===== src/rtl/imm_extend_pipe.sv =====
// Immediate extender feeding a 2-entry FIFO; extension is computed at push time and stored.
// Optional build macro IMM_EXT_UPPER_EN enables upper placement for mode 2 (otherwise mode 2 sign-extends).
module imm_extend_pipe #(
    parameter int IN_W  = 16,
    parameter int OUT_W = 32
) (
    input  logic             clk,
    input  logic             rstb,
    input  logic             flush,
    input  logic             in_valid,
    output logic             in_ready,
    input  logic [IN_W-1:0]  in_imm,
    input  logic [1:0]       in_mode,
    output logic             out_valid,
    input  logic             out_ready,
    output logic [OUT_W-1:0] out_data,
    output logic [1:0]       occupancy
);

    localparam int EXT_W = OUT_W - IN_W;
    localparam int DEPTH = 2;

    typedef enum logic [1:0] {
        MODE_SIGN   = 2'd0,
        MODE_ZERO   = 2'd1,
        MODE_UPPER  = 2'd2,
        MODE_BRANCH = 2'd3
    } ext_mode_t;

    logic [OUT_W-1:0] sign_ext;
    logic [OUT_W-1:0] zero_ext;
    logic [OUT_W-1:0] branch_ext;
    logic [OUT_W-1:0] ext_value;

    logic [1:0]       occ_reg;
    logic [1:0]       occ_next;
    logic             wr_ptr_reg;
    logic             wr_ptr_next;
    logic             rd_ptr_reg;
    logic             rd_ptr_next;
    logic             push;
    logic             pop;
    logic             write_en;
    logic [OUT_W-1:0] entry_data [DEPTH];

    assign sign_ext   = {{EXT_W{in_imm[IN_W-1]}}, in_imm};
    assign zero_ext   = {{EXT_W{1'b0}}, in_imm};
    assign branch_ext = {sign_ext[OUT_W-3:0], 2'b00};

    always_comb begin
        ext_value = sign_ext;
        case (ext_mode_t'(in_mode))
            MODE_SIGN:   ext_value = sign_ext;
            MODE_ZERO:   ext_value = zero_ext;
`ifdef IMM_EXT_UPPER_EN
            MODE_UPPER:  ext_value = {in_imm, {EXT_W{1'b0}}};
`else
            MODE_UPPER:  ext_value = sign_ext;
`endif
            MODE_BRANCH: ext_value = branch_ext;
            default:     ext_value = sign_ext;
        endcase
    end

    // Handshakes depend only on registered occupancy, so in_ready never looks at out_ready.
    assign in_ready  = (occ_reg < 2'(DEPTH));
    assign out_valid = (occ_reg != 2'd0);
    assign push      = in_valid && in_ready;
    assign pop       = out_valid && out_ready;
    assign write_en  = push && !flush;
    assign occupancy = occ_reg;

    always_comb begin
        occ_next    = occ_reg;
        wr_ptr_next = wr_ptr_reg;
        rd_ptr_next = rd_ptr_reg;
        if (flush) begin
            occ_next    = 2'd0;
            wr_ptr_next = 1'b0;
            rd_ptr_next = 1'b0;
        end else begin
            if (push) begin
                wr_ptr_next = ~wr_ptr_reg;
            end
            if (pop) begin
                rd_ptr_next = ~rd_ptr_reg;
            end
            case ({push, pop})
                2'b10:   occ_next = occ_reg + 2'd1;
                2'b01:   occ_next = occ_reg - 2'd1;
                default: occ_next = occ_reg;
            endcase
        end
    end

    always_ff @(posedge clk or negedge rstb) begin
        if (!rstb) begin
            occ_reg    <= 2'd0;
            wr_ptr_reg <= 1'b0;
            rd_ptr_reg <= 1'b0;
        end else begin
            occ_reg    <= occ_next;
            wr_ptr_reg <= wr_ptr_next;
            rd_ptr_reg <= rd_ptr_next;
        end
    end

    genvar gi;
    generate
        for (gi = 0; gi < DEPTH; gi++) begin : gen_entry
            logic [OUT_W-1:0] entry_reg;

            always_ff @(posedge clk or negedge rstb) begin
                if (!rstb) begin
                    entry_reg <= '0;
                end else if (write_en && (wr_ptr_reg == 1'(gi))) begin
                    entry_reg <= ext_value;
                end
            end

            assign entry_data[gi] = entry_reg;
        end
    endgenerate

    // Gating by out_valid makes out_data read zero whenever the buffer is empty, including in reset.
    assign out_data = out_valid ? entry_data[rd_ptr_reg] : '0;

endmodule


===== config.mk =====
export PLATFORM = sky130hd
export DESIGN_NAME = imm_extend_pipe
export DESIGN_NICKNAME = d
export VERILOG_FILES = /design/src/rtl/imm_extend_pipe.sv
export SDC_FILE = /design/constraint.sdc
export NUM_CORES = 1
export LEC_CHECK = 0
export ABC_AREA = 1
export CORE_ASPECT_RATIO = 0.6
export CORE_UTILIZATION = 51
export CTS_BUF_LIST = sky130_fd_sc_hd__clkbuf_2
export DETAILED_ROUTE_END_ITERATION = 10
export HOLD_SLACK_MARGIN = 0.1
export PLACE_DENSITY = 0.93
export SLEW_MARGIN = 25
export SYNTH_ARGS = -nofsm -noshare
export SYNTH_HDL_FRONTEND = slang
export SYNTH_SLANG_ARGS = --single-unit

===== constraint.sdc =====
create_clock -name clk -period 3 [get_ports clk]
set_input_delay 0.3 -clock clk [delete_from_list [all_inputs] [get_ports clk]]
set_output_delay 0.3 -clock clk [all_outputs]
set_load 0.03 [all_outputs]

Word level (Yosys, flattened, before mapping)
Cells that the tools add are included.
{ "totals": {"reg_bits": 68} }
{ "op_classes": {"n_mux": 11, "reduce_logical": 12, "n_lt_le_gt_ge": 2, "n_bitwise": 3, "eq_ne": 5, "addsub": 2} }
{ "ops": {"columns": ["cell", "n"], "rows": [
  ["$mux W32", 4],
  ["$pmux W32 S3", 1],
  ["$eq A2 B2 Y1 const B", 3],
  ["$reduce_bool A2 Y1", 3],
  ["$logic_and A1 B1 Y1", 5],
  ["$eq A2 B1 Y1 const B", 2],
  ["$mux W1", 4],
  ["$pmux W2 S2", 1],
  ["$reduce_bool A3 Y1", 1],
  ["$add A2 B1 Y2 const B", 1],
  ["$ge A2 B2 Y1 const B", 1],
  ["$logic_not A2 Y1", 1],
  ["$lt A2 B2 Y1 const B", 1],
  ["$mux W2", 1],
  ["$not A1 Y1", 2],
  ["$not A1 Y2", 1],
  ["$reduce_or A2 Y1", 1],
  ["$sub A2 B1 Y2 const B", 1],
  ["$logic_not A1 Y1", 1]
]} }

Logic depth before layout (Yosys ltp)
{ "depth": {"ltp_word": 5, "mapped_depth": 8, "depth_no_buf": 8} }

Worst setup path after synthesis
No wires, ideal clock.
{ "synth_timing": {"path_kind": "reg-to-output", "startpoint": "reg occ_reg[1], in the netlist occupancy[1]", "endpoint": "out out_data[18]", "stages_incl_launch_ff": 7, "t_arrival_ns": 2.387, "slack_ns": 0.313, "required_ns": 2.700, "path_cell_list": "dfrtp_1 -> inv_2 -> nand2_1 -> buf_2 -> o21ai_0 -> a21oi_1 -> buf_4"} }
{ "synth_between": {"elab_chain_len": 2} }
{ "synth_rtl": {"columns": ["element", "line", "source"], "rows": [
  ["start, declared", "35", "logic [1:0] occ_reg;"],
  ["start signal, assigned", "102", "occ_reg <= occ_next;"],
  ["$reduce_bool A2 Y1", "67", "assign out_valid = (occ_reg != 2'd0);"],
  ["$mux W32", "126", "assign out_data = out_valid ? entry_data[rd_ptr_reg] : '0;"],
  ["end, declared", "16", "output logic [OUT_W-1:0] out_data,"]
]} }
No other way between the ends.

Final worst setup path
{ "layout_timing": {"startpoint": "reg occ_reg[1], in the netlist occupancy[1]", "endpoint": "out out_data[21]"} }
The elaborated chain is that of the path after synthesis.

==> metrics <==
Crit Path Class register to primary output; setup tns final 0 ps; syn_nets ~310; Setup WS pre-CTS slightly below 700 ps; Synth Cell Area between 0.002 and 0.0025 mm^2; crit-path max cell delay 700 ps; drt drc 0; GRT Util Overall 0.255; pin count of the biggest net entering global routing roughly 40; Mean Syn Cell Area between 7 and 8 um^2; Final Net Count roughly 360; leakage power approximately 1.3 nW; GPL Wtd Cong roughly 0.84; Multi-input gate area between 800 and 900 um^2; critical path data arrival time between 2000 and 2500 ps; worst path required time roughly 2700 ps; Yosys top cell by area dfrtp_1; post-synth cell types 18; # IOs approximately 60; Routed WL 5120 um; number of synthesized register bits 40; share of cells above drive strength 1 0.0537; vias per inst between 5 and 6; die area between 0.004 and 0.005 mm^2; CTS tree built; total gr overflow 0; HPWL Detailed ~3700 um; CP endpoint kind primary output; final hold violations 0; setup violators final 0; unrepaired setup endpoints after global routing no; relative slew slack 0.410; Post-CTS Resized 0; Clock transition at path regs around 200 ps; port bufs 58; outcome finished, final reports clean; Max Clk Rate 0.362 GHz; crit path max fanout 15; DR WL/cell about 13 um; initial antenna violation count 0; Synth Instances 290; Final min period 2760 ps; synth warn 0; Num CTS Buffers 5; CTS Root Cell clkbuf_2; Seq/Total Area, Yosys 0.470; Pins Over Slew Limit 0; core area around 0.0038 mm^2; Crit path max-delay family buffers and inverters; Non-Filler Instances 382; Critical Path, Cell by Cell inv_2 > nand2_1 > o21ai_0 > a21oi_1 > buf_4 > clkdlybuf4s50_1; # Post-CTS Setup Buffers 0; DRT iter0 DRCs 97; row count 17; maximum vdd drop between 0.3 and 0.4 mV; slowest CP cell clkdlybuf4s50_1; DIE HEIGHT between 50 and 60 um; CTS H-tree lvls 2; Slew @ Worst Pin approximately 880 ps; Worst Slack Setup Final between 200 and 250 ps; placed insts 373; Max clock buf depth 2; setup skew after layout approximately 9.4 ps; Layout fillers between 300 and 400; die width roughly 85 um; Hold Slack about 500 ps; number of max-cap violations 0; number of flip-flops under the largest register name 36; Hold Path Class register to register; clk sinks 40; Overall Power about 2.1 mW; DR vias roughly 2000; Bufs and invs on worst path 3; drt first pass iters 5; crit start category register; Worst-Skew Late Latency 380 ps; area grow syn2layout 25.4%; first-pass GRT wire length approximately 8600 um; Detail Route Antenna Nets 0; n_diodes 0; Final Cycle Share 0.921; most common cell after layout, fill and taps aside nand2_1; Initial Util 0.556; vias in the first global route 1920; top cells by area, synth dfrtp_1, nand2_1, o21ai_0; commonest non-fill, non-tap cells in the layout nand2_1, clkdlybuf4s50_1, dfrtp_1; post-synth top area share 0.470; pwr/cell area between 800 and 900 mW/mm^2; register area 0.00100 mm^2
path summary, 6_finish.rpt:
check	start	end	slack, ps	cells after the start
worst max-delay path	occupancy[1]	out_data[21]	240	6
min in group asynchronous	rstb	gen_entry[1].entry_reg[2]	550	2
max in group asynchronous	rstb	gen_entry[0].entry_reg[10]	1900	2
worst min register to register	gen_entry[0].entry_reg[3]	gen_entry[0].entry_reg[3]	490	2
worst min-delay path	gen_entry[0].entry_reg[3]	gen_entry[0].entry_reg[3]	490	2
worst max register to register	occupancy[1]	occupancy[1]	1360	9
report_power, final:
part	switching, mW	internal [mW]	total, mW
registers	0.0968	0.742	0.839
logic	0.662	0.401	1.06
clock network	0.174	0.0625	0.236
total	0.932	1.21	2.14
stage by stage:
step	cell area [um^2]	utilization
floorplan	2130	-
global placement	2620	0.684
detailed placement	2620	0.684
CTS	2670	0.697
global route	2670	0.697
finish	2670	0.697
synthesized netlist by cell type:
library cell / instances
nand2_1: 119
dfrtp_1: 40
o21ai_0: 39
inv_1: 26
a21oi_1: 21
buf_4: 14
nor2_1: 7
buf_2: 6
clkbuf_1: 4
nand3_1: 3
buf_6: 2
inv_2: 2
o21ai_1: 2
a31oi_1: 1
inv_4: 1
nand2_4: 1
nor2_4: 1
nor3_4: 1
worst reg2reg max path, delay by kind of cell (launching register included):
kind / cells / cell delay, ps
and+or+nand+nor: 7 / 820
buffers and inverters: 2 / 320
DFF: 1 / 460
cell families after synthesis:
family                 share of synthesized area
and+or+nand+nor                            0.248
DFF                                        0.470
buffers and inverters                      0.133
AOI/OAI and AO/OA                          0.149
cell type report:
| class | count | share of cell area |
|---|---|---|
| inverters | 29 | 0.0417 |
| clock buffers | 7 | 0.0131 |
| well taps | 47 | 0.0220 |
| flip-flops and latches | 40 | 0.375 |
| repair buffers | 63 | 0.231 |
| clock inverters | 1 | 0.00141 |
| multi-input cells | 195 | 0.316 |
what timing repair did:
| action | in CTS | in global routing |
|---|---|---|
| setup endpoints to repair | 0 | 0 |
| hold buffers | 1 | 0 |
| endpoints found under the hold margin | 40 | 0 |
metal layers:
| layer | up-vias | wire [um] | GRT usage | part of all wire |
|---|---|---|---|---|
| li1 | 982 | - | - | - |
| met1 | 927 | 2370 | 0.341 | 0.46 |
| met2 | 92 | 2360 | 0.417 | 0.46 |
| met3 | 5 | 358 | 0.0619 | 0.070 |
| met4 | 0 | 28 | 0.0806 | 0.0055 |
| met5 | - | 0 | 0 | 0 |
Power figures use the tool's default switching activity.
